### config.mk
export PLATFORM = sky130hd
export DESIGN_NAME = shift_unit_sched_flat
export DESIGN_NICKNAME = d
export VERILOG_FILES = /design/src/rtl/shift_unit_sched_pkg.sv /design/src/rtl/shift_unit_sched_if.sv /design/src/rtl/shift_unit_sched_barrel_shift_right.sv /design/src/rtl/shift_unit_sched.sv /design/src/flat_wrapper.sv
export SDC_FILE = /design/constraint.sdc
export NUM_CORES = 1
export LEC_CHECK = 0
export CAP_MARGIN = 20
export CELL_PAD_IN_SITES_DETAIL_PLACEMENT = 0
export CELL_PAD_IN_SITES_GLOBAL_PLACEMENT = 2
export CORE_MARGIN = 5
export CORE_UTILIZATION = 28
export CTS_CLUSTER_DIAMETER = 150
export DETAILED_ROUTE_END_ITERATION = 7
export GPL_TIMING_DRIVEN = 0
export HOLD_SLACK_MARGIN = 0.06
export MAX_ROUTING_LAYER = met4
export PLACE_DENSITY = 0.86
export SETUP_SLACK_MARGIN = 0.1
export SLEW_MARGIN = 20
export SYNTH_ARGS = -nofsm -noshare
export SYNTH_HDL_FRONTEND = slang
export SYNTH_SLANG_ARGS = --single-unit
### constraint.sdc
create_clock -name clk -period 7.8 [get_ports clk]
set_clock_uncertainty 0.05 [all_clocks]
set_input_delay 1.56 -clock clk [delete_from_list [all_inputs] [get_ports clk]]
set_output_delay 1.56 -clock clk [all_outputs]
set_load 0.05 [all_outputs]
### src/rtl/shift_unit_sched_pkg.sv
// Shared definitions for the shift_unit_sched block.
//   - FSM state encoding
//   - shifter geometry (64-bit datapath, 5-bit shifter amount)
//   - prep_op(): builds the registered shifter operand from a granted request
package shift_unit_sched_pkg;

  localparam int SHIFT_W = 64;
  localparam int SAMT_W  = 5;

  typedef enum logic [1:0] {
    S_IDLE  = 2'd0,
    S_SHIFT = 2'd1,
    S_RESP  = 2'd2
  } state_t;

  // Operand as it is captured on grant.
  typedef struct packed {
    logic               neg;  // result must be re-inverted after the shift
    logic [SHIFT_W-1:0] op;   // value fed to the zero-filling shifter
    logic [SAMT_W-1:0]  amt;  // residual amount 0..31
  } prep_t;

  // An arithmetic shift of a negative x equals ~(logical shift of ~x), so a
  // zero-filling shifter covers ASR when the operand is inverted on the way
  // in and the result inverted on the way out. Amounts of 32..63 are handled
  // by pre-aligning the upper half down, leaving a 0..31 residual shift.
  function automatic prep_t prep_op(input logic [SHIFT_W-1:0] data,
                                    input logic [SAMT_W:0]    samt,
                                    input logic               asr);
    prep_t p;
    p.neg = asr & data[SHIFT_W-1];
    p.op  = p.neg ? ~data : data;
    if (samt[SAMT_W]) begin
      p.op = {{(SHIFT_W/2){1'b0}}, p.op[SHIFT_W-1 -: SHIFT_W/2]};
    end
    p.amt = samt[SAMT_W-1:0];
    return p;
  endfunction

endpackage

### src/rtl/shift_unit_sched_if.sv
// Request/response bundle between the ALU issue logic, shift_unit_sched and
// the writeback mux.
//   req_valid/req_ready  per-requester handshake (NREQ bits each)
//   req_data             NREQ packed 64-bit operands, requester i at [64i +: 64]
//   req_samt             NREQ packed 6-bit amounts,   requester i at [6i +: 6]
//   req_asr              per-requester arithmetic-shift select
//   rsp_valid/rsp_ready  single response channel handshake
//   rsp_data, rsp_id     shifted result and owning requester index
// master: requesters + response consumer; slave: the scheduler.
interface shift_unit_sched_if
  import shift_unit_sched_pkg::*;
#(
  parameter int NREQ = 4,
  parameter int IDW  = 2
);

  logic [NREQ-1:0]              req_valid;
  logic [NREQ-1:0]              req_ready;
  logic [NREQ*SHIFT_W-1:0]      req_data;
  logic [NREQ*(SAMT_W+1)-1:0]   req_samt;
  logic [NREQ-1:0]              req_asr;
  logic                         rsp_valid;
  logic                         rsp_ready;
  logic [SHIFT_W-1:0]           rsp_data;
  logic [IDW-1:0]               rsp_id;

  modport master (
    output req_valid, req_data, req_samt, req_asr, rsp_ready,
    input  req_ready, rsp_valid, rsp_data, rsp_id
  );

  modport slave (
    input  req_valid, req_data, req_samt, req_asr, rsp_ready,
    output req_ready, rsp_valid, rsp_data, rsp_id
  );

endinterface

### src/rtl/shift_unit_sched_barrel_shift_right.sv
// barrel_shift_right: combinational logical right shifter, zeros shifted in.
//   din   W-bit operand
//   amt   AW-bit shift amount (0 .. 2**AW-1)
//   dout  din >> amt
// Built as AW log stages; stage s shifts by 2**s when amt[s] is set.
module barrel_shift_right #(
  parameter int W  = 64,
  parameter int AW = 5
) (
  input  logic [W-1:0]  din,
  input  logic [AW-1:0] amt,
  output logic [W-1:0]  dout
);

  logic [W-1:0] stage [AW+1];

  assign stage[0] = din;

  for (genvar s = 0; s < AW; s++) begin : g_stage
    assign stage[s+1] = amt[s] ? (stage[s] >> (1 << s)) : stage[s];
  end

  assign dout = stage[AW];

endmodule

### src/rtl/shift_unit_sched.sv
// shift_unit_sched: round-robin scheduler sharing one 64-bit / 5-bit-amount
// right barrel shifter among NREQ requesters. Adds a 0..63 amount range and
// arithmetic shifts around the unmodified shifter.
//   clk  rising-edge clock
//   rst  asynchronous, active-high reset
//   bus  shift_unit_sched_if.slave (request handshakes in, tagged result out)
// Flow: grant (IDLE, or RESP on response handshake) -> SHIFT (1 cycle) ->
// RESP (hold result until consumer accepts). One result per 2 cycles max.
module shift_unit_sched
  import shift_unit_sched_pkg::*;
#(
  parameter int NREQ = 4,
  parameter int IDW  = 2
) (
  input  logic              clk,
  input  logic              rst,
  shift_unit_sched_if.slave bus
);

  state_t               state, state_nxt;
  logic [IDW-1:0]       rr_ptr;
  logic [IDW-1:0]       id_reg;
  logic                 neg_reg;
  logic [SHIFT_W-1:0]   op_reg;
  logic [SAMT_W-1:0]    amt_reg;
  logic [SHIFT_W-1:0]   shifter_out;

  logic                 rsp_valid_reg;
  logic [SHIFT_W-1:0]   rsp_data_reg;
  logic [IDW-1:0]       rsp_id_reg;

  logic                 grant_any;
  logic [IDW-1:0]       grant_idx;
  logic                 grant_ok;
  logic                 do_grant;
  logic                 rsp_fire;
  logic [NREQ-1:0]      req_ready;

  logic [SHIFT_W-1:0]   sel_data;
  logic [SAMT_W:0]      sel_samt;
  logic                 sel_asr;
  prep_t                prep;

  assign rsp_fire = rsp_valid_reg && bus.rsp_ready;

  // Round-robin pick: first valid requester at or above rr_ptr, wrapping.
  // NOTE: every always_comb output is given a default before any branch so
  // no path leaves it unassigned, which would infer a latch.
  always_comb begin
    grant_any = 1'b0;
    grant_idx = '0;
    for (int k = 0; k < NREQ; k++) begin
      if (!grant_any && bus.req_valid[(int'(rr_ptr) + k) % NREQ]) begin
        grant_any = 1'b1;
        grant_idx = IDW'((int'(rr_ptr) + k) % NREQ);
      end
    end
  end

  assign sel_data = bus.req_data[int'(grant_idx)*SHIFT_W +: SHIFT_W];
  assign sel_samt = bus.req_samt[int'(grant_idx)*(SAMT_W+1) +: (SAMT_W+1)];
  assign sel_asr  = bus.req_asr[grant_idx];
  assign prep     = prep_op(sel_data, sel_samt, sel_asr);

  // Next-state and grant qualification.
  always_comb begin
    state_nxt = state;
    grant_ok  = 1'b0;
    unique case (state)
      S_IDLE: begin
        grant_ok = 1'b1;
        if (grant_any) state_nxt = S_SHIFT;
      end
      S_SHIFT: state_nxt = S_RESP;
      S_RESP: begin
        if (rsp_fire) begin
          grant_ok  = 1'b1;
          state_nxt = grant_any ? S_SHIFT : S_IDLE;
        end
      end
      default: state_nxt = S_IDLE;
    endcase
  end

  // Ready is combinational; gating with rst keeps it low while in reset even
  // though the idle state would otherwise accept a waiting request.
  assign do_grant = grant_ok && grant_any && !rst;

  always_comb begin
    req_ready = '0;
    if (do_grant) req_ready[grant_idx] = 1'b1;
  end

  // NOTE: sequential state uses non-blocking assignments so every register
  // samples pre-edge values regardless of statement order.
  always_ff @(posedge clk or posedge rst) begin
    if (rst) state <= S_IDLE;
    else     state <= state_nxt;
  end

  // NOTE: the operand and result registers are reset too; rsp_data/rsp_id are
  // visible outputs with defined reset values, and the operand registers are
  // few enough that resetting them costs nothing worth avoiding.
  always_ff @(posedge clk or posedge rst) begin
    if (rst) begin
      rr_ptr        <= '0;
      id_reg        <= '0;
      neg_reg       <= 1'b0;
      op_reg        <= '0;
      amt_reg       <= '0;
      rsp_valid_reg <= 1'b0;
      rsp_data_reg  <= '0;
      rsp_id_reg    <= '0;
    end else begin
      if (do_grant) begin
        id_reg  <= grant_idx;
        rr_ptr  <= IDW'((int'(grant_idx) + 1) % NREQ);
        neg_reg <= prep.neg;
        op_reg  <= prep.op;
        amt_reg <= prep.amt;
      end
      if (state == S_SHIFT) begin
        rsp_data_reg  <= neg_reg ? ~shifter_out : shifter_out;
        rsp_id_reg    <= id_reg;
        rsp_valid_reg <= 1'b1;
      end else if (state == S_RESP && rsp_fire) begin
        rsp_valid_reg <= 1'b0;
      end
    end
  end

  barrel_shift_right #(
    .W  (SHIFT_W),
    .AW (SAMT_W)
  ) u_shifter (
    .din  (op_reg),
    .amt  (amt_reg),
    .dout (shifter_out)
  );

  assign bus.req_ready = req_ready;
  assign bus.rsp_valid = rsp_valid_reg;
  assign bus.rsp_data  = rsp_data_reg;
  assign bus.rsp_id    = rsp_id_reg;

endmodule

### src/flat_wrapper.sv
// flat-port wrapper written by rule: the top's interface ports become plain ports
module shift_unit_sched_flat import shift_unit_sched_pkg::*;
#(
  parameter int NREQ = 4,
  parameter int IDW  = 2
)
  (clk, rst, bus_req_valid, bus_req_data, bus_req_samt, bus_req_asr, bus_rsp_ready, bus_req_ready, bus_rsp_valid, bus_rsp_data, bus_rsp_id);
  shift_unit_sched_if #(.NREQ(NREQ), .IDW(IDW)) bus_i ();
  input  logic clk;
  input  logic rst;
  input wire logic [$bits(bus_i.req_valid)-1:0] bus_req_valid;
  input wire logic [$bits(bus_i.req_data)-1:0] bus_req_data;
  input wire logic [$bits(bus_i.req_samt)-1:0] bus_req_samt;
  input wire logic [$bits(bus_i.req_asr)-1:0] bus_req_asr;
  input wire logic [$bits(bus_i.rsp_ready)-1:0] bus_rsp_ready;
  output wire logic [$bits(bus_i.req_ready)-1:0] bus_req_ready;
  output wire logic [$bits(bus_i.rsp_valid)-1:0] bus_rsp_valid;
  output wire logic [$bits(bus_i.rsp_data)-1:0] bus_rsp_data;
  output wire logic [$bits(bus_i.rsp_id)-1:0] bus_rsp_id;
  assign bus_i.req_valid = bus_req_valid;
  assign bus_i.req_data = bus_req_data;
  assign bus_i.req_samt = bus_req_samt;
  assign bus_i.req_asr = bus_req_asr;
  assign bus_i.rsp_ready = bus_rsp_ready;
  assign bus_req_ready = bus_i.req_ready;
  assign bus_rsp_valid = bus_i.rsp_valid;
  assign bus_rsp_data = bus_i.rsp_data;
  assign bus_rsp_id = bus_i.rsp_id;
  shift_unit_sched #(.NREQ(NREQ), .IDW(IDW)) u_core (.clk(clk), .rst(rst), .bus(bus_i));
endmodule
==> results of run 1 <==
critical path, cell delays in order:
cell and delay (ns):
clkdlybuf4s50_1 0.55, nor2b_1 0.24, o21ba_2 0.15, buf_2 0.20
nor2_8 0.09, inv_2 0.18, clkbuf_1 0.44, buf_1 0.47
ha_1 0.23, and3_1 0.14, clkdlybuf4s50_1 0.81
metal layers:
metal | vias up | track usage | routed length, um
li1 | 6384 | - | -
met1 | 6394 | 0.283 | 24500
met2 | 557 | 0.398 | 28900
met3 | 80 | 0.0330 | 3090
met4 | 0 | 0.0632 | 1560
met5 | - | - | 0
logic make-up after synthesis:
kind of cell	synth area share
AOI/OAI and AO/OA	0.188
DFF	0.281
xor gates and xnor gates	0.0660
buffers and inverters	0.0563
adders and majority gates	0.00393
and+or+nand+nor	0.217
muxes	0.188
path summary, 6_finish.rpt:
kind	depth (start not counted)	end	from
setup / recovery	11	bus_req_ready[0]	bus_req_valid[0]
setup reg to reg	10	u_core.op_reg[20]	u_core.rr_ptr[1]
hold reg to reg	2	u_core.id_reg[0]	u_core.id_reg[0]
hold / removal	2	u_core.id_reg[0]	u_core.id_reg[0]
min in group asynchronous	2	u_core.rr_ptr[0]	rst
max in group asynchronous	3	u_core.bus.rsp_data[59]	rst
power breakdown:
group          internal, mW  switching (mW)  leakage (nW)  total, mW
Clock                 0.449           0.352         0.259      0.801
Sequential             1.07           0.308          1.82       1.38
Combinational          2.26            3.70          5.00       5.97
layout by cell type, fill, tap and decap left out, types with 9 or more instances in the layout:
cell	netlist	final
a211oi_1	91	90
a21oi_1	41	41
a221oi_1	31	31
a22o_1	31	31
and3_1	102	102
buf_1	23	23
buf_2	28	28
clkbuf_1	99	101
clkbuf_16	0	17
clkdlybuf4s50_1	0	361
dfrtp_1	143	143
inv_1	11	10
mux2_2	11	11
mux2i_1	99	99
mux4_2	57	57
nand2_1	270	270
nand3_1	64	64
nor2_1	57	57
nor4_1	33	33
o21ai_0	141	141
o22ai_1	9	9
or4_1	31	31
xnor2_1	88	88
cell type report:
class / instances / share of cell area
clock buffer: 20 / 0.0252
buffer: 157 / 0.0374
clock inverter: 12 / 0.00636
sequential: 143 / 0.202
inverter: 15 / 0.00360
tap: 600 / 0.0424
timing repair buffer: 362 / 0.206
multi-input combinational: 1207 / 0.477
antenna: 1 / 0.000141
==> run_summary.xml, run 1 <==
<?xml version="1.0" encoding="UTF-8"?>
<metrics>
  <group name="status">
    <metric name="outcome" unit="">complete, no violations</metric>
  </group>
  <group name="place">
    <metric name="port_buffers" unit="">361</metric>
    <metric name="dp_cells" unit="">2484</metric>
    <metric name="dpl_ws" unit="ns">0.994</metric>
    <metric name="place_area" unit="mm2">0.0171</metric>
    <metric name="gpl.final_weighted_congestion" unit="">0.932</metric>
    <metric name="dpl.hpwl" unit="um">49500</metric>
  </group>
  <group name="timing">
    <metric name="post-route-min-period" unit="ns">6.71</metric>
    <metric name="rsz_0062_raised_after_global_routing" unit="">no</metric>
    <metric name="achievable-frequency" unit="MHz">149</metric>
    <metric name="totalNegativeSetupSlack" unit="ns">0</metric>
    <metric name="final_min_period_over_clock_period" unit="">0.861</metric>
    <metric name="timing.hold.ws" unit="ns">0.429</metric>
    <metric name="report.final.setup_viol" unit="">0</metric>
    <metric name="worst_slew_pin_slew" unit="ns">1.11</metric>
    <metric name="slew_violations" unit="">0</metric>
    <metric name="relSlewSlack" unit="">0.251</metric>
    <metric name="timing.final.hold_violations" unit="">0</metric>
    <metric name="worst_slack_setup_final" unit="ns">1.09</metric>
  </group>
  <group name="floorplanning">
    <metric name="die_height" unit="um">223</metric>
    <metric name="coreArea" unit="mm2">0.0452</metric>
    <metric name="i_o_pin_cnt" unit="">362</metric>
    <metric name="chipWidth" unit="um">223</metric>
    <metric name="initial_core_util" unit="">0.282</metric>
    <metric name="core.rowCount" unit="">78</metric>
    <metric name="die_area" unit="mm2">0.0499</metric>
  </group>
  <group name="synth">
    <metric name="synthesis.nets" unit="">1817</metric>
    <metric name="seq_area_frac_synth" unit="">0.281</metric>
    <metric name="yosysWarnings" unit="">0</metric>
    <metric name="synth-async-reset-ratio" unit="">1.00</metric>
    <metric name="synth.top_cells.by_count" unit="">270 x nand2_1, 143 x dfrtp_1, 141 x o21ai_0</metric>
    <metric name="synth-edff-count" unit="">0</metric>
    <metric name="ys_seq_elements" unit="">143</metric>
    <metric name="synth_area" unit="mm2">0.0127</metric>
    <metric name="synth-main-ff-cell" unit="">dfrtp_1</metric>
    <metric name="post-synth-top-area-fraction" unit="">0.281</metric>
    <metric name="yosys.cell_types.count" unit="">47</metric>
    <metric name="synthMostInstantiatedCell" unit="">nand2_1</metric>
    <metric name="avgSynthCellArea" unit="um2">8.38</metric>
    <metric name="ys_top_cells_by_area" unit="">dfrtp_1 28%, mux4_2 10%, nand2_1 7.9%</metric>
    <metric name="synthCells" unit="">1522</metric>
    <metric name="yosysTopAreaCell" unit="">dfrtp_1</metric>
  </group>
  <group name="routing">
    <metric name="firstDrtPassIters" unit="">5</metric>
    <metric name="initialDrtViolationCount" unit="">1326</metric>
    <metric name="vias_post_dr" unit="">13415</metric>
    <metric name="drt_wl_total" unit="um">58000</metric>
    <metric name="antenna_left" unit="">0</metric>
    <metric name="routed_via_density" unit="">5.33</metric>
    <metric name="drc_errors_left" unit="">0</metric>
    <metric name="drt-wirelength-per-cell" unit="um">23.1</metric>
  </group>
  <group name="cts">
    <metric name="cts.repair_timing.setup_buffer_count" unit="">0</metric>
    <metric name="clk_path_buf_depth" unit="">2</metric>
    <metric name="cts_buffers" unit="">17</metric>
    <metric name="cts_hold_buffers" unit="">0</metric>
    <metric name="clock_tree_from_tritoncts" unit="">done</metric>
    <metric name="ctsRootBufferMaster" unit="">clkbuf_16</metric>
    <metric name="clk_pin_slew" unit="ns">0.07</metric>
    <metric name="clock_latency_late_sink" unit="ns">0.43</metric>
    <metric name="clock_sinks" unit="">143</metric>
    <metric name="cts.htree.levels" unit="">4</metric>
    <metric name="cts_repair_resize_count" unit="">0</metric>
  </group>
  <group name="critical_path">
    <metric name="timing.reg2reg.setup_slack" unit="ns">4.38</metric>
    <metric name="path_max_fanout" unit="">11</metric>
    <metric name="worst_ep_required_time" unit="ns">6.19</metric>
    <metric name="wp_data_arrival" unit="ns">5.10</metric>
    <metric name="criticalPathCategory" unit="">in2out</metric>
    <metric name="capturing_element_type_of_the_critical_path" unit="">output pin</metric>
    <metric name="startpoint_type" unit="">primary input</metric>
  </group>
  <group name="grt">
    <metric name="antenna_found_initial" unit="">1</metric>
    <metric name="first_global_vias" unit="">13784</metric>
    <metric name="pin_count_of_the_biggest_net_entering_global_routing" unit="">77</metric>
    <metric name="grt.total_usage" unit="">0.230</metric>
    <metric name="grt_first_pass_wirelength" unit="um">86100</metric>
    <metric name="overflow" unit="">0</metric>
  </group>
  <group name="finish">
    <metric name="multi_input_area" unit="mm2">0.00846</metric>
    <metric name="stdcell_area" unit="mm2">0.0177</metric>
    <metric name="layoutNonFillerInstCount" unit="">2517</metric>
    <metric name="area.sequential" unit="mm2">0.00358</metric>
    <metric name="nNetsFinal" unit="">2198</metric>
    <metric name="final_layout_size_suffix_gt1_frac" unit="">0.0799</metric>
    <metric name="fillerInstances" unit="">4674</metric>
    <metric name="finalCoreUtilization" unit="">0.392</metric>
    <metric name="flow.area_growth_from_synthesis" unit="%">39.0</metric>
  </group>
  <group name="pwr">
    <metric name="power.static_leakage" unit="nW">7.08</metric>
    <metric name="totalPowerFinal" unit="mW">8.15</metric>
    <metric name="power_density" unit="mW/mm2">460</metric>
    <metric name="power.ir.vdd_worst" unit="uV">236</metric>
  </group>
  <group name="run">
    <metric name="drv_cap" unit="">0</metric>
  </group>
  <group name="min_path">
    <metric name="hold_path.class" unit="">reg2reg</metric>
  </group>
</metrics>
No activity file was read; power rests on OpenSTA's default activity.
==> inputs of run 2 (changes only) <==
--- a/config.mk
+++ b/config.mk
@@ -8,6 +8,7 @@
 export CAP_MARGIN = 20
 export CELL_PAD_IN_SITES_DETAIL_PLACEMENT = 0
 export CELL_PAD_IN_SITES_GLOBAL_PLACEMENT = 2
+export CORE_ASPECT_RATIO = 0.6
 export CORE_MARGIN = 5
 export CORE_UTILIZATION = 28
 export CTS_CLUSTER_DIAMETER = 150
@@ -17,7 +18,7 @@
 export MAX_ROUTING_LAYER = met4
 export PLACE_DENSITY = 0.86
 export SETUP_SLACK_MARGIN = 0.1
-export SLEW_MARGIN = 20
+export SLEW_MARGIN = 30
 export SYNTH_ARGS = -nofsm -noshare
 export SYNTH_HDL_FRONTEND = slang
 export SYNTH_SLANG_ARGS = --single-unit
==> run 2 against run 1 <==
Effect of this change: setup slack got worse by 0.026 ns; critical endpoint is now bus_req_ready[1]; sequential power barely moved; sequential cell count did not move; design area rose by 0.61%; combinational power rose by 3.7%; maximum frequency fell by 0.38%.
==> run_summary.xml, run 2 (same netlist as run 1, synthesis figures left out) <==
<?xml version="1.0" encoding="UTF-8"?>
<metrics>
  <group name="routing">
    <metric name="antenna_left" unit="">0</metric>
    <metric name="initialDrtViolationCount" unit="">1580</metric>
    <metric name="routed-wl-met2" unit="um">24600</metric>
    <metric name="dr_wl_met3" unit="um">5610</metric>
    <metric name="met1_length" unit="um">31300</metric>
    <metric name="route.top_layer_used" unit="">met4</metric>
    <metric name="routed_via_density" unit="">5.64</metric>
    <metric name="drc_errors_left" unit="">0</metric>
    <metric name="drt-wirelength-per-cell" unit="um">24.7</metric>
    <metric name="vias_post_dr" unit="">14136</metric>
    <metric name="drt_wl_total" unit="um">61900</metric>
    <metric name="firstDrtPassIters" unit="">5</metric>
  </group>
  <group name="grt">
    <metric name="first_global_vias" unit="">13924</metric>
    <metric name="overflow" unit="">0</metric>
    <metric name="pin_count_of_the_biggest_net_entering_global_routing" unit="">78</metric>
    <metric name="grt.total_usage" unit="">0.248</metric>
    <metric name="antenna_found_initial" unit="">0</metric>
    <metric name="grt_first_pass_wirelength" unit="um">91400</metric>
  </group>
  <group name="place">
    <metric name="place_area" unit="mm2">0.0171</metric>
    <metric name="dp_cells" unit="">2473</metric>
    <metric name="dpl_ws" unit="ns">1.07</metric>
    <metric name="port_buffers" unit="">361</metric>
    <metric name="gpl.final_weighted_congestion" unit="">0.954</metric>
    <metric name="dpl.hpwl" unit="um">52000</metric>
  </group>
  <group name="min_path">
    <metric name="worstHoldPathCells" unit="">2</metric>
    <metric name="worst_hold_path_startpoint" unit="">u_core.bus.rsp_data[12]</metric>
    <metric name="hold_path.class" unit="">reg2reg</metric>
  </group>
  <group name="pwr">
    <metric name="power.static_leakage" unit="nW">7.14</metric>
    <metric name="power.ir.vdd_worst" unit="uV">174</metric>
    <metric name="power_density" unit="mW/mm2">475</metric>
  </group>
  <group name="critical_path">
    <metric name="capturing_element_type_of_the_critical_path" unit="">output pin</metric>
    <metric name="worst_ep_required_time" unit="ns">6.19</metric>
    <metric name="crit_path_max_incr_delay" unit="ns">0.82</metric>
    <metric name="worst_r2r_path_cells" unit="">9</metric>
    <metric name="cp-startpoint" unit="">bus_req_valid[0]</metric>
    <metric name="critical_path.cell_chain" unit="">clkdlybuf4s50_1 -&gt; nor2b_1 -&gt; o21ba_2 -&gt; buf_2 -&gt; nor2_8 -&gt; inv_2 -&gt; clkbuf_1 -&gt; buf_1 -&gt; ha_1 -&gt; and3_1 -&gt; clkdlybuf4s50_1</metric>
    <metric name="crit_path_frequent_cell" unit="">clkdlybuf4s50_1</metric>
    <metric name="criticalPathCategory" unit="">in2out</metric>
    <metric name="cp_slowest_cell" unit="">clkdlybuf4s50_1</metric>
    <metric name="r2r_start" unit="">u_core.rr_ptr[1]</metric>
    <metric name="path_max_fanout" unit="">11</metric>
    <metric name="wp_data_arrival" unit="ns">5.13</metric>
    <metric name="startpoint_type" unit="">primary input</metric>
  </group>
  <group name="finish">
    <metric name="layout.cells.most_common" unit="">clkdlybuf4s50_1</metric>
    <metric name="stdcell_area" unit="mm2">0.0178</metric>
    <metric name="layoutNonFillerInstCount" unit="">2505</metric>
    <metric name="final_cell_mix" unit="">361 x clkdlybuf4s50_1, 270 x nand2_1, 143 x dfrtp_1</metric>
    <metric name="fillerInstances" unit="">4596</metric>
    <metric name="flow.area_growth_from_synthesis" unit="%">39.8</metric>
    <metric name="nNetsFinal" unit="">2198</metric>
    <metric name="antenna-diode-count" unit="">0</metric>
    <metric name="final_layout_size_suffix_gt1_frac" unit="">0.0830</metric>
  </group>
  <group name="timing">
    <metric name="post-route-min-period" unit="ns">6.74</metric>
    <metric name="slew_violations" unit="">0</metric>
    <metric name="report.final.setup_viol" unit="">0</metric>
    <metric name="timing.hold.ws" unit="ns">0.429</metric>
    <metric name="worst_slack_setup_final" unit="ns">1.06</metric>
    <metric name="totalNegativeSetupSlack" unit="ns">0</metric>
    <metric name="timing.final.hold_violations" unit="">0</metric>
    <metric name="final_min_period_over_clock_period" unit="">0.864</metric>
    <metric name="relSlewSlack" unit="">0.202</metric>
    <metric name="achievable-frequency" unit="MHz">148</metric>
    <metric name="worst_slew_pin_slew" unit="ns">1.19</metric>
    <metric name="rsz_0062_raised_after_global_routing" unit="">no</metric>
  </group>
  <group name="floorplanning">
    <metric name="i_o_pin_cnt" unit="">362</metric>
    <metric name="die_area" unit="mm2">0.0500</metric>
    <metric name="core.rowCount" unit="">60</metric>
    <metric name="initial_core_util" unit="">0.284</metric>
    <metric name="coreArea" unit="mm2">0.0449</metric>
    <metric name="die_height" unit="um">175</metric>
    <metric name="chipWidth" unit="um">285</metric>
  </group>
  <group name="cts">
    <metric name="cts.htree.levels" unit="">4</metric>
    <metric name="cts_repair_resize_count" unit="">0</metric>
    <metric name="cts_hold_buffers" unit="">0</metric>
    <metric name="cts_buffers" unit="">17</metric>
    <metric name="clock_latency_late_sink" unit="ns">0.44</metric>
    <metric name="clock_sinks" unit="">143</metric>
    <metric name="clock_tree_from_tritoncts" unit="">done</metric>
    <metric name="cts.repair_timing.setup_buffer_count" unit="">0</metric>
    <metric name="clk_path_buf_depth" unit="">2</metric>
    <metric name="clk_pin_slew" unit="ns">0.06</metric>
    <metric name="ctsRootBufferMaster" unit="">clkbuf_16</metric>
  </group>
  <group name="status">
    <metric name="outcome" unit="">complete, no violations</metric>
  </group>
  <group name="run">
    <metric name="drv_cap" unit="">0</metric>
  </group>
</metrics>
[run 2: cell count changes in the layout (fill, tap and decap cells not counted), moves of 2 or more]
cell and delta:
nor4_2 +6, bufinv_16 +3, clkbuf_8 +4, inv_6 -2, clkinvlp_4 -3, nor4_1 -6
[run 2: final timing paths]
check	slack [ns]	endpoint
worst max-delay path	1.06	bus_req_ready[1]
worst min-delay path	0.43	u_core.bus.rsp_data[12]
worst max register to register	3.93	u_core.op_reg[11]
worst min register to register	0.43	u_core.bus.rsp_data[12]
max in group asynchronous	5.39	u_core.rr_ptr[0]
min in group asynchronous	1.51	u_core.bus.rsp_data[54]
[run 2: stage by stage]
| step | util | total power [mW] |
|---|---|---|
| floorplan | - | 5.36 |
| global placement | 0.381 | 7.37 |
| detailed placement | 0.382 | 7.42 |
| CTS | 0.396 | 8.36 |
| global route | 0.397 | 9.01 |
| finish | 0.397 | 8.47 |
[run 2: metal layers]
metal | vias up | GRT usage
met5 | - | -
met4 | 0 | 0.0294
met3 | 32 | 0.0536
met2 | 694 | 0.331
met1 | 7026 | 0.390
li1 | 6384 | -
[run 2: layout make-up]
| class | count | area, um2 | share of cell area |
|---|---|---|---|
| inverters | 15 | 63.8 | 0.00358 |
| clock buffers | 23 | 498 | 0.0279 |
| well taps | 589 | 737 | 0.0413 |
| plain buffers | 157 | 662 | 0.0371 |
| clock inverters | 9 | 154 | 0.00863 |
| multi-input cells | 1207 | 8490 | 0.476 |
| flip-flops and latches | 143 | 3580 | 0.201 |
| repair buffers | 362 | 3640 | 0.204 |
[run 2: where the power goes]
part	internal [mW]	total [mW]	switching [mW]
sequential	1.07	1.37	0.301
clock	0.577	0.906	0.329
combinational	2.27	6.19	3.92
total	3.92	8.47	4.55
[run 2: critical path: cells and delay by family]
family / cells / cell delay, ns
buf+inv: 6 / 2.69
simple gates: 3 / 0.47
fa+ha+maj: 1 / 0.24
compound gates: 1 / 0.15
==> inputs of run 3 (changes only) <==
--- a/config.mk
+++ b/config.mk
@@ -5,12 +5,13 @@
 export SDC_FILE = /design/constraint.sdc
 export NUM_CORES = 1
 export LEC_CHECK = 0
+export ABC_AREA = 1
 export CAP_MARGIN = 20
 export CELL_PAD_IN_SITES_DETAIL_PLACEMENT = 0
 export CELL_PAD_IN_SITES_GLOBAL_PLACEMENT = 2
 export CORE_ASPECT_RATIO = 0.6
 export CORE_MARGIN = 5
-export CORE_UTILIZATION = 28
+export CORE_UTILIZATION = 25
 export CTS_CLUSTER_DIAMETER = 150
 export DETAILED_ROUTE_END_ITERATION = 7
 export GPL_TIMING_DRIVEN = 0
==> run 3 against run 2 <==
Effect of this change: area after synthesis rose by 15%; routed wire length increased by 30%; design area up 12%; clock-buffer cell count fell by 3; non-clock buffer count increased by 49; critical path depth up 2; global-route usage up 0.40 points; setup slack better by 0.34 ns; cell count rose by 52%; worst hold slack lost 0.0043 ns; register-to-register slack gained 0.29 ns; highest routed layer unchanged.
==> run_summary.xml, run 3 <==
<?xml version="1.0" encoding="UTF-8"?>
<metrics>
  <group name="timing">
    <metric name="post-route-min-period" unit="ns">6.40</metric>
    <metric name="totalNegativeSetupSlack" unit="ns">0</metric>
    <metric name="worst_slew_pin_slew" unit="ns">1.05</metric>
    <metric name="relSlewSlack" unit="">0.298</metric>
    <metric name="slew_violations" unit="">0</metric>
    <metric name="report.final.setup_viol" unit="">0</metric>
    <metric name="achievable-frequency" unit="MHz">156</metric>
    <metric name="timing.final.hold_violations" unit="">0</metric>
    <metric name="rsz_0062_raised_after_global_routing" unit="">no</metric>
    <metric name="final_min_period_over_clock_period" unit="">0.820</metric>
  </group>
  <group name="routing">
    <metric name="drc_errors_left" unit="">0</metric>
    <metric name="firstDrtPassIters" unit="">6</metric>
    <metric name="initialDrtViolationCount" unit="">1898</metric>
    <metric name="routed_via_density" unit="">5.05</metric>
    <metric name="antenna_left" unit="">0</metric>
    <metric name="vias_post_dr" unit="">19158</metric>
    <metric name="drt-wirelength-per-cell" unit="um">21.2</metric>
    <metric name="drt_wl_total" unit="um">80600</metric>
  </group>
  <group name="cts">
    <metric name="cts.htree.levels" unit="">4</metric>
    <metric name="clk_path_buf_depth" unit="">2</metric>
    <metric name="clock_tree_from_tritoncts" unit="">done</metric>
    <metric name="clk_pin_slew" unit="ns">0.06</metric>
    <metric name="cts_hold_buffers" unit="">0</metric>
    <metric name="cts_repair_resize_count" unit="">0</metric>
    <metric name="clock_latency_late_sink" unit="ns">0.45</metric>
    <metric name="clock_sinks" unit="">143</metric>
    <metric name="cts.repair_timing.setup_buffer_count" unit="">0</metric>
    <metric name="ctsRootBufferMaster" unit="">clkbuf_16</metric>
    <metric name="cts_buffers" unit="">17</metric>
  </group>
  <group name="synth">
    <metric name="synthCells" unit="">2630</metric>
    <metric name="synthMostInstantiatedCell" unit="">nand2_1</metric>
    <metric name="synth_compound_gate_area_share" unit="">0.0983</metric>
    <metric name="synthesis.nets" unit="">2925</metric>
    <metric name="avgSynthCellArea" unit="um2">5.59</metric>
    <metric name="seq_area_frac_synth" unit="">0.243</metric>
    <metric name="yosysWarnings" unit="">0</metric>
    <metric name="combinational_family_with_the_most_area_after_synthesis" unit="">simple AND/OR/NAND/NOR gates</metric>
    <metric name="synth_simple_gate_area_frac" unit="">0.494</metric>
    <metric name="yosys.cell_types.count" unit="">37</metric>
    <metric name="parity_gate_share_of_the_synthesized_area_counting_xor_and_xnor_cells" unit="">0.00714</metric>
    <metric name="ys_seq_elements" unit="">143</metric>
    <metric name="synth-edff-count" unit="">0</metric>
    <metric name="synth-adder-area-share" unit="">0.00340</metric>
    <metric name="synth-main-ff-cell" unit="">dfrtp_1</metric>
    <metric name="synth.top_cells.by_count" unit="">1,030 x nand2_1, 399 x nand3_1, 322 x inv_1</metric>
    <metric name="yosysTopAreaCell" unit="">nand2_1</metric>
    <metric name="post-synth-top-area-fraction" unit="">0.263</metric>
    <metric name="post_synth_mux_area_share" unit="">0.00272</metric>
    <metric name="synth_area" unit="mm2">0.0147</metric>
    <metric name="ys_top_cells_by_area" unit="">nand2_1 26%, dfrtp_1 24%, nand3_1 14%</metric>
    <metric name="synth-async-reset-ratio" unit="">1.00</metric>
  </group>
  <group name="status">
    <metric name="outcome" unit="">complete, no violations</metric>
  </group>
  <group name="min_path">
    <metric name="worstHoldPathCells" unit="">1</metric>
    <metric name="hold_path.class" unit="">reg2reg</metric>
    <metric name="worst_hold_path_startpoint" unit="">u_core.state[0]</metric>
    <metric name="hold-path-endpoint" unit="">u_core.state[1]</metric>
  </group>
  <group name="place">
    <metric name="gpl.final_weighted_congestion" unit="">0.990</metric>
    <metric name="dpl.hpwl" unit="um">69300</metric>
    <metric name="dp_cells" unit="">3762</metric>
    <metric name="port_buffers" unit="">361</metric>
  </group>
  <group name="critical_path">
    <metric name="criticalPathCategory" unit="">in2out</metric>
    <metric name="crit_path_max_incr_delay" unit="ns">0.85</metric>
    <metric name="capturing_element_type_of_the_critical_path" unit="">output pin</metric>
    <metric name="crit_path_frequent_cell" unit="">nand2_1</metric>
    <metric name="wp_data_arrival" unit="ns">4.79</metric>
    <metric name="critical_path.reg2reg.endpoint" unit="">u_core.bus.rsp_data[24]</metric>
    <metric name="timing.reg2reg.setup_slack" unit="ns">4.22</metric>
    <metric name="cp-startpoint" unit="">bus_req_valid[2]</metric>
    <metric name="cp_slowest_cell" unit="">clkdlybuf4s50_1</metric>
    <metric name="worst_r2r_path_cells" unit="">11</metric>
    <metric name="critical_path.cell_chain" unit="">clkdlybuf4s50_1 -&gt; inv_1 -&gt; nand2_1 -&gt; nand3_1 -&gt; nand2_1 -&gt; inv_1 -&gt; nand3_4 -&gt; nand2_1 -&gt; nor2_1 -&gt; clkinv_1 -&gt; clkbuf_1 -&gt; nor2_1 -&gt; clkdlybuf4s50_1</metric>
    <metric name="path_max_fanout" unit="">10</metric>
    <metric name="startpoint_type" unit="">primary input</metric>
    <metric name="worst_ep_required_time" unit="ns">6.19</metric>
    <metric name="r2r_start" unit="">u_core.amt_reg[0]</metric>
  </group>
  <group name="grt">
    <metric name="first_global_vias" unit="">18311</metric>
    <metric name="antenna_found_initial" unit="">0</metric>
    <metric name="grt.total_usage" unit="">0.252</metric>
    <metric name="grt_first_pass_wirelength" unit="um">117000</metric>
    <metric name="pin_count_of_the_biggest_net_entering_global_routing" unit="">75</metric>
    <metric name="overflow" unit="">0</metric>
  </group>
  <group name="finish">
    <metric name="layout.cells.most_common" unit="">nand2_1</metric>
    <metric name="nNetsFinal" unit="">3306</metric>
    <metric name="final_cell_mix" unit="">1,030 x nand2_1, 399 x nand3_1, 361 x clkdlybuf4s50_1</metric>
    <metric name="layoutNonFillerInstCount" unit="">3796</metric>
    <metric name="final_layout_size_suffix_gt1_frac" unit="">0.0562</metric>
    <metric name="flow.area_growth_from_synthesis" unit="%">35.5</metric>
  </group>
  <group name="floorplanning">
    <metric name="die_height" unit="um">198</metric>
    <metric name="i_o_pin_cnt" unit="">362</metric>
    <metric name="initial_core_util" unit="">0.254</metric>
    <metric name="core.rowCount" unit="">68</metric>
    <metric name="chipWidth" unit="um">323</metric>
    <metric name="coreArea" unit="mm2">0.0579</metric>
    <metric name="die_area" unit="mm2">0.0640</metric>
  </group>
  <group name="run">
    <metric name="drv_cap" unit="">0</metric>
  </group>
</metrics>
## run 3: cell count changes after synthesis, moves of 45 or more
cell      previous run  this run
a211oi_1            91         0
a31oi_1              1        46
and3_1             102         0
buf_2               28        79
inv_1               11       322
mux2i_1             99         4
mux4_2              57         0
nand2_1            270      1030
nand3_1             64       399
nand4_1              0       133
xnor2_1             88         0
## run 3: metrics by stage
stage               hold WS [ns]  setup slack [ns]  instance area, um2   util
floorplan                  0.394              2.35               14700      -
global placement           0.412             0.216               19300  0.333
detailed placement         0.416              1.35               19300  0.334
CTS                        0.429              1.32               19900  0.345
global route               0.443              1.11               19900  0.345
finish                     0.425              1.40               19900  0.345
## run 3: area by class of cell
type	count	area [um2]
plain buffers	206	977
well taps	770	963
clock buffers	20	447
repair buffers	362	3640
clock inverters	12	161
multi-input cells	1950	8910
flip-flops and latches	143	3580
inverters	331	1260
fillers	6520	37900
diodes	2	5.00
## run 3: worst max-delay path, delay by kind of cell
kind	cells	cell delay [ns]
simple gates	7	0.94
buf+inv	6	2.27
## run 3: worst max-delay path by stage
stage                                   endpoint  slack (ns)  cells after the start
after floorplan                u_core.amt_reg[0]        2.35                      1
after global placement    u_core.bus.rsp_data[0]        0.22                      2
after detailed placement        bus_req_ready[0]        1.35                     13
after CTS                       bus_req_ready[0]        1.32                     13
after global routing            bus_req_ready[1]        1.11                     17
final                           bus_req_ready[0]        1.40                     13
## run 3: logic make-up (layout without fill, tap and decap cells)
| logic type | count (synthesis) | after routing |
|---|---|---|
| other | 0 | 2 |
| flip-flops | 143 | 143 |
| AND/OR/NAND/NOR | 1681 | 1681 |
| buffers and inverters | 537 | 931 |
| adder cells (fa/ha/maj) | 4 | 4 |
| XOR/XNOR | 12 | 12 |
| AO/OA/AOI/OAI | 249 | 249 |
| multiplexers | 4 | 4 |
## run 3: layer usage
layer	up-vias	track usage	part of all wire
li1	9197	-	-
met1	9225	0.386	0.51
met2	708	0.326	0.38
met3	28	0.0857	0.11
met4	0	0.0199	0.0040
met5	-	-	0
Power of run 3 is not shown: default switching activity piles up to over one toggle a cycle in this logic, so the estimate is an artifact.
